## src/rtl/sc_lane_scheduler.sv

```systemverilog
// sc_lane_scheduler: background lane scroll sequencer.
// Each lane counts base ticks at its own speed; expiring lanes post requests that a
// round-robin arbiter turns into one-cycle shift commands on the shared shift bus.
// Also sequences the background clear, start and pause.
module sc_lane_scheduler #(
   parameter int unsigned LANES       = 4,
   parameter int unsigned LANE_W      = 2,
   parameter int unsigned BASE_PERIOD = 8,
   parameter int unsigned CNT_W       = 8
) (
   input  logic              SC_STATEMACHINEBACKG_CLOCK_50,
   input  logic              SC_STATEMACHINEBACKG_RESET_InHigh,
   input  logic              start_InLow,
   input  logic              pause_InLow,
   input  logic              tick_InLow,
   input  logic [1:0]        level_In,
   output logic              clear_OutLow,
   output logic [1:0]        shiftselection_Out,
   output logic [LANE_W-1:0] lane_Out,
   output logic [LANES-1:0]  lane_en_OutLow,
   output logic              busy_Out,
   output logic              overrun_Out
);

   typedef enum logic [2:0] {
      ST_RESET,
      ST_CLEAR,
      ST_IDLE,
      ST_INIT,
      ST_HOLD,
      ST_RUN,
      ST_PAUSE
   } state_t;

   state_t            state;
   logic [CNT_W-1:0]  cnt [LANES];
   logic [LANES-1:0]  pending;
   logic [LANES-1:0]  pending_nxt;
   logic [LANES-1:0]  expire;
   logic [LANES-1:0]  grant_oh;
   logic [LANE_W-1:0] rr_ptr;
   logic [LANE_W-1:0] rr_nxt;
   logic [LANE_W-1:0] grant_idx;
   logic [LANE_W-1:0] scan_idx;
   logic              grant_valid;
   logic              run_go;
   logic              tick_hit;
   logic              overrun_hit;

   // Lane i period in base ticks at the given level, never below one tick.
   function automatic logic [CNT_W-1:0] reload_val(input int unsigned idx, input logic [1:0] lvl);
      int unsigned r;
      r = ((idx + 1) * BASE_PERIOD) >> lvl;
      if (r == 0) r = 1;
      return CNT_W'(r);
   endfunction

   // RUN with neither pause nor restart requested: ticks and grants are live.
   assign run_go   = (state == ST_RUN) && pause_InLow && start_InLow;
   assign tick_hit = run_go && !tick_InLow;

   // Lanes whose counter is on its last tick.
   always_comb begin
      expire = '0;
      for (int i = 0; i < LANES; i++) begin
         expire[i] = (cnt[i] == CNT_W'(1));
      end
   end

   // Round-robin search for the first pending lane starting at rr_ptr.
   always_comb begin
      grant_valid = 1'b0;
      grant_idx   = '0;
      scan_idx    = rr_ptr;
      for (int k = 0; k < LANES; k++) begin
         if (!grant_valid && pending[scan_idx]) begin
            grant_valid = 1'b1;
            grant_idx   = scan_idx;
         end
         scan_idx = (scan_idx == LANE_W'(LANES - 1)) ? '0 : scan_idx + LANE_W'(1);
      end
   end

   assign grant_oh = grant_valid ? (LANES'(1) << grant_idx) : '0;
   assign rr_nxt   = (grant_idx == LANE_W'(LANES - 1)) ? '0 : grant_idx + LANE_W'(1);

   // Request bookkeeping: the granted bit drops, fresh expiries join (and merge).
   always_comb begin
      pending_nxt = pending;
      if (state == ST_INIT) begin
         pending_nxt = '0;
      end else if (run_go) begin
         pending_nxt = (pending & ~grant_oh) | (tick_hit ? expire : '0);
      end
   end

   // An expiry onto a request that survives this edge's grant is an overrun.
   assign overrun_hit = tick_hit && (|(expire & pending & ~grant_oh));

   // Sequencer, counters, arbiter state and registered shift outputs.
   always_ff @(posedge SC_STATEMACHINEBACKG_CLOCK_50 or posedge SC_STATEMACHINEBACKG_RESET_InHigh) begin
      if (SC_STATEMACHINEBACKG_RESET_InHigh) begin
         state              <= ST_RESET;
         clear_OutLow       <= 1'b0;
         shiftselection_Out <= 2'b11;
         lane_Out           <= '0;
         lane_en_OutLow     <= '1;
         busy_Out           <= 1'b0;
         overrun_Out        <= 1'b0;
         pending            <= '0;
         rr_ptr             <= '0;
         for (int i = 0; i < LANES; i++) begin
            cnt[i] <= reload_val(i, 2'd0);
         end
      end else begin
         shiftselection_Out <= 2'b11;
         lane_en_OutLow     <= '1;
         pending            <= pending_nxt;
         busy_Out           <= |pending_nxt;
         case (state)
            ST_RESET: begin
               state        <= ST_CLEAR;
               clear_OutLow <= 1'b0;
            end
            ST_CLEAR: begin
               for (int i = 0; i < LANES; i++) begin
                  cnt[i] <= reload_val(i, level_In);
               end
               state        <= ST_IDLE;
               clear_OutLow <= 1'b1;
            end
            ST_IDLE: begin
               if (!start_InLow) begin
                  state        <= ST_INIT;
                  clear_OutLow <= 1'b0;
               end
            end
            ST_INIT: begin
               for (int i = 0; i < LANES; i++) begin
                  cnt[i] <= reload_val(i, level_In);
               end
               overrun_Out  <= 1'b0;
               state        <= ST_HOLD;
               clear_OutLow <= 1'b1;
            end
            ST_HOLD: begin
               if (start_InLow) state <= ST_RUN;
            end
            ST_RUN: begin
               if (!pause_InLow) begin
                  state <= ST_PAUSE;
               end else if (!start_InLow) begin
                  state        <= ST_INIT;
                  clear_OutLow <= 1'b0;
               end else begin
                  if (grant_valid) begin
                     lane_Out           <= grant_idx;
                     lane_en_OutLow     <= ~grant_oh;
                     shiftselection_Out <= grant_idx[0] ? 2'b01 : 2'b10;
                     rr_ptr             <= rr_nxt;
                  end
                  if (tick_hit) begin
                     for (int i = 0; i < LANES; i++) begin
                        if (expire[i]) cnt[i] <= reload_val(i, level_In);
                        else           cnt[i] <= cnt[i] - CNT_W'(1);
                     end
                  end
                  if (overrun_hit) overrun_Out <= 1'b1;
               end
            end
            ST_PAUSE: begin
               if (!start_InLow) begin
                  state        <= ST_INIT;
                  clear_OutLow <= 1'b0;
               end else if (pause_InLow) begin
                  state <= ST_RUN;
               end
            end
            default: begin
               state        <= ST_RESET;
               clear_OutLow <= 1'b0;
            end
         endcase
      end
   end

endmodule

```

## config.mk

```make
export PLATFORM = sky130hd
export DESIGN_NAME = sc_lane_scheduler
export DESIGN_NICKNAME = d
export VERILOG_FILES = /design/src/rtl/sc_lane_scheduler.sv
export SDC_FILE = /design/constraint.sdc
export NUM_CORES = 1
export LEC_CHECK = 0
export ABC_AREA = 0
export ABC_CLOCK_PERIOD_IN_PS = 3600
export BUFFER_PORTS_ARGS = -buffer_cell sky130_fd_sc_hd__buf_2
export CORE_MARGIN = 2
export CORE_UTILIZATION = 25
export DETAILED_ROUTE_END_ITERATION = 16
export GPL_TIMING_DRIVEN = 1
export HOLD_SLACK_MARGIN = 0.1
export PLACE_DENSITY = 0.48
export SYNTH_ARGS = -nofsm -noshare
export SYNTH_HDL_FRONTEND = slang
export SYNTH_SLANG_ARGS = --single-unit
```

## constraint.sdc

```tcl
create_clock -name SC_STATEMACHINEBACKG_CLOCK_50 -period 3.6 [get_ports SC_STATEMACHINEBACKG_CLOCK_50]
set_clock_uncertainty 0.2 [all_clocks]
set_input_delay 0.54 -clock SC_STATEMACHINEBACKG_CLOCK_50 [delete_from_list [all_inputs] [get_ports SC_STATEMACHINEBACKG_CLOCK_50]]
set_output_delay 0.54 -clock SC_STATEMACHINEBACKG_CLOCK_50 [all_outputs]
set_load 0.02 [all_outputs]
```

Word-level counts from Yosys, hierarchy flattened:

Index checks and enable logic that the tools add are counted.

* equality and inequality tests: 20
* order comparisons: 4
* reductions and logical operators: 27
* muxes and demuxes: 58
* add/subtract/negate cells: 8
* bitwise gates (word level): 6
* shift-type cells: 5

Operators by type and width (number)
* $logic_not A32 Y1: 4
* $mux W32: 3
* $mux W8: 8
* $pmux W32 S2: 1
* $shr A5 B2 Y32 const A: 2
* $eq A8 B1 Y1 const B: 4
* $mux W4: 8
* $shr A4 B2 Y32 const A: 1
* $shr A6 B2 Y32 const A: 1
* $sub A8 B1 Y8 const B: 4
* $mux W2: 13
* $pmux W3 S7: 1
* $mux W3: 5
* $mux W1: 13
* $and A4 B4 Y4: 3
* $lt A2 B3 Y1 const B: 4
* $reduce_and A4 Y1: 3
* $ne A2 B2 Y1 const B: 5
* $eq A3 B3 Y1 const B: 3
* $add A2 B1 Y2 const B: 4
* $bmux W1 S2: 4
* $eq A2 B2 Y1 const B: 4
* $reduce_or A4 Y1: 2
* $logic_and A1 B1 Y1: 7
* 14 further kinds: 21

* output and inout port bits: 11
* word-level logic and storage cells: 141
* bits of input ports: 7
* bits in registers: 52

Logic depth before layout (Yosys ltp):

Gate-level depths: netlist (run 1).

* depth after elaboration: 22
* depth in mapped cells: 11

Least setup slack after synthesis (run 1):

No wires, ideal clock.

* path kind: reg-to-reg
* start: reg rr_ptr[0]
* end: reg busy_Out
* setup slack: 0.674 ns
* stages on the path, launching flop included: 12
* setup time: 0.141 ns
* arrival time: 2.585 ns
* data required time: 3.259 ns
* path through: dfrtp_1 > ha_1 > buf_2 > mux2i_2 > mux2i_1 > o41ai_4 > o32ai_2 > inv_1 > ha_1 > o2111ai_1 > a21oi_1 > a41oi_1

* longest elaborated chain between the ends: 20
* elaborated cells on any way between the ends: 39
* those cells by class: 3 x add/sub; 3 x eq/ne; 1 x shift; 22 x mux; 3 x bitwise; 7 x reduce/logical

RTL lines
* start: declaration: RTL line 41 `logic [LANE_W-1:0] rr_ptr;`
* start signal: assignment: RTL line 160 `rr_ptr <= rr_nxt;`
* branches (longest 11 deep; another with $add A2 B1 Y2)
* $mux W2 (*): RTL line 76 `if (!grant_valid && pending[scan_idx]) begin`
* net grant_idx[1]: RTL line 43 `logic [LANE_W-1:0] grant_idx;`
* $shl A1 B2 Y4 (*): RTL line 84 `assign grant_oh = grant_valid ? (LANES'(1) << grant_idx) : '0;`
* $mux W4 (*): RTL line 84
* $not A4 Y4 (*): RTL line 93 `pending_nxt = (pending & ~grant_oh) | (tick_hit ? expire : '0);`
* $and A4 B4 Y4 (*): RTL line 93
* $or A4 B4 Y4 (*): RTL line 93
* $mux W4 (*): RTL line 92 `end else if (run_go) begin`
* $mux W4 (*): RTL line 90 `if (state == ST_INIT) begin`
* $reduce_or A4 Y1 (*): RTL line 119 `busy_Out <= |pending_nxt;`
* end signal: assignment: RTL line 119
* end: declaration: RTL line 21 `output logic busy_Out,`

Mark *: on every way through the listed nets, which the timed path passes. The select of a mux whose other input is x is not followed.
A chain may end at the register's enable or synchronous reset.

Worst setup path after layout (run 1):

* start: reg rr_ptr[1]
* end: reg busy_Out

Same word-level chain as after synthesis.

==> results by group, run 1 <==
Worst setup path
  – Worst Reg-to-Reg Cells: 10
  – Reg2reg setup slack: 310 ps
  – CP Capture Type: flop
  – Worst EP arrival: 3250 ps
  – Crit path to: busy_Out$_DFF_PP0_
  – Max stage delay cell, worst path: ha_2
  – Setup crit start: rr_ptr[1]$_DFFE_PP0P_
  – WP data required: 3560 ps
  – Crit-path max cell delay: 510 ps
  – Top fanout value on the critical path: 10
  – Crit start category: flop
  – Worst R2R End: busy_Out$_DFF_PP0_
  – Critical R2R Launch: rr_ptr[1]$_DFFE_PP0P_
  – Cell Chain, Critical Path: ha_2 > mux2i_2 > mux2i_1 > o41ai_4 > o32ai_2 > inv_1 > ha_1 > o2111ai_1 > a21oi_1 > a41oi_1
  – Worst Setup Path Type: flop to flop

Logic synthesis
  – Most numerous cell in the Yosys netlist: dfrtp_1
  – Synth top cells by count: dfrtp_1, o21ai_0, a21oi_1
  – Mean post-synth cell area: 8.97 um^2
  – Cells after synthesis: 380
  – Synth warn: 0
  – Syn nets: 406
  – Number of synthesized register bits: 52
  – Unique masters post-synth: 61
  – Async SR Flop Fraction: 100%
  – Synth Flop Type: dfrtp_1
  – Yosys top cell area share: 30.1%
  – Post-synthesis sequential area ratio: 38.6%
  – Number of flops mapped to enable cells by yosys: 0
  – Largest cells by area after synthesis: dfrtp_1, dfstp_2, ha_1
  – Synth Cell Area: 3410 um^2
  – Leading area contributor after synthesis: dfrtp_1

Placed design
  – Port Buffers: 17
  – DP Area: 3660 um^2
  – Hpwl dp: 5700 um
  – Routability congestion estimate: 0.811
  – Post-place setup slack: 265 ps

Cells and area
  – Synth-to-layout area growth: 12.6%
  – Finished Cell Area: 3840 um^2
  – Filler instances: 1,425
  – Layout Nets: 415
  – Storage cell area: 1320 um^2
  – Area of the multi-input gates: 1910 um^2
  – Proportion of layout cells with a drive suffix above 1: 18.2%
  – Ant diodes: 0
  – Final core utilization: 28.9%

Clocking
  – Worst-Skew Late Latency: 300 ps
  – TritonCTS clock tree: yes
  – CTS sink count: 52
  – Root buffer cell: clkbuf_16
  – Cts bufs inserted: 5
  – Max clock buf depth: 2
  – Postcts setup bufs: 0
  – H-Tree Level Count: 2
  – Clock transition at path regs: 80 ps

GRT
  – Global-route wire length before repair: 13,800 um
  – Gr usage total: 11.7%
  – Initial antenna violation count: 0
  – Vias in the first global route: 2,701
  – Overflow after GRT: 0
  – Largest net degree at the start of global routing: 42

Outcome
  – Status: finished, final reports clean

STA
  – RSZ-0062 raised after global routing: false
  – Slew Limit Fails: 0
  – Setup violations, final: 0
  – Final hold vios: 0
  – Fin crit period: 3290 ps
  – Worst-Margin Slew: 751 ps
  – Final WS setup: 309 ps
  – Final setup TNS: 0 ps
  – Highest clock rate: 0.304 GHz
  – Worst hold slack: 259 ps
  – Slew headroom: 49.5%
  – Period Utilization, post-route: 91.4%

Power and ir drop
  – Peak VDD IR: 0.214 mV
  – Lkg Pwr: 1.53 nW
  – Pwr per Cell Area: 643 nW/um^2

Floorplanning
  – Die Y: 121 um
  – Core area: 13,300 um^2
  – Row count: 42
  – Initial Util: 25.6%
  – Die X: 121 um
  – Die ar.: 14,600 um^2
  – Ports: 18

Route
  – DRC Markers: 0
  – Routed WL per cell: 14.3 um
  – Via count: 2,855
  – Antenna Nets Post-Route: 0
  – Drt pass-1 iters: 5
  – Via/cell ratio: 5.04
  – Total routed wirelength: 8090 um
  – DRT iter0 DRCs: 185

Job
  – Total of max-cap violations: 0

Min path
  – Hold Path Class: input port to flop
cell type report:
type                            instances  share of cell area [%]
Multi-Input combinational cell        287                    49.9
Sequential cell                        52                    34.3
Clock inverter                          3                    1.11
Clock buffer                            5                    3.26
Tap cell                              176                    5.74
Inverter                               17                    1.66
Timing Repair Buffer                   26                    4.04
where the power goes:
group	switching [mW]	internal, mW	leakage, nW	total [mW]
sequential	0.179	0.745	0.660	0.924
combinational	0.609	0.369	0.794	0.977
clock	0.237	0.328	0.0798	0.565
metrics by stage:
| stage | power, mW | std cells |
|---|---|---|
| final | 2.47 | 566 |
| after global routing | 2.70 | 566 |
| after CTS | 2.49 | 566 |
| after detailed placement | 1.92 | 557 |
| after global placement | 1.90 | 557 |
| after floorplan | 1.68 | 380 |
per-layer routing:
metal  share of wire (%)  global-route usage [%]  vias up
li1                    -                       -     1419
met1                  51                    17.0     1385
met2                  45                    17.8       43
met3                 3.0                    2.17        8
met4                 1.1                    3.34        0
met5                   0                       0        -
state kept, by name, summed over array words and instances (netlist names):
signal,flops
shiftselection_Out,2
cnt,32
lane_Out,2
pending,4
busy_Out,1
state,3
lane_en_OutLow,4
clear_OutLow,1
overrun_Out,1
rr_ptr,2
kinds of logic after synthesis:
family / after synthesis / share of synthesized area [%]
AO/OA/AOI/OAI: 120 / 23.1
XOR/XNOR: 1 / 0.257
adder cells (fa/ha/maj): 19 / 6.98
buffers and inverters: 41 / 5.43
flip-flops: 52 / 38.6
multiplexers: 14 / 5.10
AND/OR/NAND/NOR: 133 / 20.6
worst min path at each step:
stage          slack (ps)  depth (start not counted)                      from                        to
2_1_floorplan         240                          1       cnt[15]$_DFFE_PP0P_       cnt[15]$_DFFE_PP0P_
3_3_place_gp          260                          1       cnt[15]$_DFFE_PP0P_       cnt[15]$_DFFE_PP0P_
3_5_place_dp          260                          2  clear_OutLow$_DFFE_PP0P_  clear_OutLow$_DFFE_PP0P_
4_1_cts               250                          2               pause_InLow      state[1]$_DFFE_PP0P_
5_1_grt               250                          2               pause_InLow      state[1]$_DFFE_PP0P_
6_report              260                          2               pause_InLow      state[1]$_DFFE_PP0P_
worst max-delay path, delay by kind of cell (launching register included):
kind / cells / cell delay (ps)
AO/OA/AOI/OAI: 5 / 1060
adder cells (fa/ha/maj): 2 / 680
multiplexers: 2 / 600
flip-flops: 1 / 490
buffers and inverters: 1 / 100
what timing repair did:
item,CTS,global route
resized for setup,0,1
hold endpoints to repair,11,0
endpoints found under the setup margin,0,1
hold buffers,1,0
layout by cell type (no fill, tap or decap), types with 13 or more instances in the layout:
cell type,count
ha_1,18
inv_1,15
nor2_1,30
a21oi_1,33
nand3_1,13
dfrtp_1,41
nand2_1,28
o21ai_0,37
buf_2,17
Note: power is estimated with default switching activity, not from simulation.
==> run 2, diff against run 1 <==
--- a/config.mk
+++ b/config.mk
@@ -14,6 +14,7 @@
 export GPL_TIMING_DRIVEN = 1
 export HOLD_SLACK_MARGIN = 0.1
 export PLACE_DENSITY = 0.48
+export RECOVER_POWER = 25
 export SYNTH_ARGS = -nofsm -noshare
 export SYNTH_HDL_FRONTEND = slang
 export SYNTH_SLANG_ARGS = --single-unit
==> results by group, run 2 (same netlist as run 1, synthesis figures left out) <==
Outcome
  – Status: finished, final reports clean

Floorplanning
  – Die Y: 121 um
  – Ports: 18
  – Row count: 42
  – Die ar.: 14,600 um^2
  – Initial Util: 25.6%
  – Core area: 13,300 um^2
  – Die X: 121 um

Worst setup path
  – Top fanout value on the critical path: 10
  – Worst Setup Path Type: flop to flop
  – Crit start category: flop
  – WP data required: 3560 ps
  – CP Capture Type: flop
  – Worst EP arrival: 3250 ps

Clocking
  – TritonCTS clock tree: yes
  – Root buffer cell: clkbuf_16
  – Worst-Skew Late Latency: 300 ps
  – Postcts setup bufs: 0
  – Max clock buf depth: 2
  – Clock transition at path regs: 80 ps
  – CTS sink count: 52
  – H-Tree Level Count: 2
  – Cts bufs inserted: 5

Cells and area
  – Flip-flop count of the largest register after layout: 32
  – Reg with most FFs: cnt
  – Layout Nets: 415
  – Most frequent cells in the layout: dfrtp_1, o21ai_0, a21oi_1
  – Commonest non-fill, non-tap cell in the layout: dfrtp_1
  – Finished Cell Area: 3830 um^2
  – Synth-to-layout area growth: 12.3%
  – Largest registers: cnt: 32 flops, lane_en_OutLow: 4 flops, pending: 4 flops
  – Proportion of layout cells with a drive suffix above 1: 16.4%
  – Ant diodes: 0

STA
  – Fin crit period: 3290 ps
  – Period Utilization, post-route: 91.4%
  – Setup violations, final: 0
  – Slew headroom: 31.9%
  – Slew Limit Fails: 0
  – RSZ-0062 raised after global routing: false
  – Highest clock rate: 0.304 GHz
  – Final hold vios: 0
  – Final setup TNS: 0 ps
  – Worst hold slack: 259 ps
  – Worst-Margin Slew: 1020 ps

GRT
  – Largest net degree at the start of global routing: 42
  – Gr usage total: 11.7%
  – Overflow after GRT: 0
  – Vias in the first global route: 2,701
  – Initial antenna violation count: 0
  – Global-route wire length before repair: 13,800 um

Power and ir drop
  – Lkg Pwr: 1.51 nW
  – Peak VDD IR: 0.214 mV
  – Power Total: 2.46 mW
  – Pwr per Cell Area: 644 nW/um^2

Route
  – DRT iter0 DRCs: 185
  – Antenna Nets Post-Route: 0
  – Via/cell ratio: 5.04
  – Total routed wirelength: 8100 um
  – DRC Markers: 0
  – Via count: 2,855
  – Routed WL per cell: 14.3 um
  – Drt pass-1 iters: 5

Placed design
  – Routability congestion estimate: 0.811
  – DP Area: 3660 um^2
  – Hpwl dp: 5700 um
  – Port Buffers: 17

Job
  – Total of max-cap violations: 0

Min path
  – Hold Path Class: input port to flop
## run 2: cell types whose count changed in the layout (fill, tap and decap cells not counted)
| cell | change |
|---|---|
| clkbuf_1 | +6 |
| buf_4 | -1 |
| buf_2 | -5 |
| inv_1 | +1 |
| inv_2 | -1 |
## run 2: area by class of cell
| type | instances | area [um^2] |
|---|---|---|
| clock buffer | 5 | 125 |
| fill | 1429 | 9470 |
| sequential | 52 | 1320 |
| timing repair buffer | 26 | 145 |
| multi-input combinational | 287 | 1910 |
| clock inverter | 3 | 42.5 |
| inverter | 17 | 63.8 |
| tap | 176 | 220 |
## run 2: report_power, final
| part | internal (mW) | switching [mW] | leakage (nW) |
|---|---|---|---|
| sequential | 0.745 | 0.179 | 0.660 |
| clock | 0.328 | 0.237 | 0.0798 |
| combinational | 0.366 | 0.609 | 0.771 |
## run 2: what timing repair did
action                                  4_1_cts  5_1_grt
hold buffers                                  1        0
hold endpoints to repair                     11        0
endpoints found under the setup margin        0        1
gates resized for setup                       0        1
## run 2: final timing paths
check / slack [ps] / cells after the start / end / startpoint
worst max register to register: 310 / 10 / busy_Out$_DFF_PP0_ / rr_ptr[1]$_DFFE_PP0P_
worst min-delay path: 260 / 2 / state[1]$_DFFE_PP0P_ / pause_InLow
worst max-delay path: 310 / 10 / busy_Out$_DFF_PP0_ / rr_ptr[1]$_DFFE_PP0P_
worst min register to register: 280 / 2 / clear_OutLow$_DFFE_PP0P_ / clear_OutLow$_DFFE_PP0P_
max in group asynchronous: 1220 / 4 / pending[1]$_DFF_PP0_ / SC_STATEMACHINEBACKG_RESET_InHigh
min in group asynchronous: 650 / 3 / cnt[31]$_DFFE_PP0P_ / SC_STATEMACHINEBACKG_RESET_InHigh
## run 2: routing by layer
| layer | vias up | part of all wire (%) | global-route usage, % |
|---|---|---|---|
| met3 | 8 | 3.0 | 2.17 |
| met1 | 1385 | 51 | 17.0 |
| li1 | 1419 | - | - |
| met2 | 43 | 45 | 17.8 |
| met5 | - | 0 | 0 |
| met4 | 0 | 1.1 | 3.34 |
## run 2: stage by stage
step	setup WS, ps	std cells	util, %
floorplan	674	380	-
global placement	409	557	27.5
detailed placement	265	557	27.5
CTS	241	566	28.8
global route	53.5	566	28.8
finish	309	566	28.8
## run 2: critical path, cell delays in order, from the launching register on
cell,delay [ps]
dfrtp_1,490
ha_2,510
mux2i_2,370
mux2i_1,230
o41ai_4,360
o32ai_2,160
inv_1,100
ha_1,170
o2111ai_1,170
a21oi_1,230
a41oi_1,140
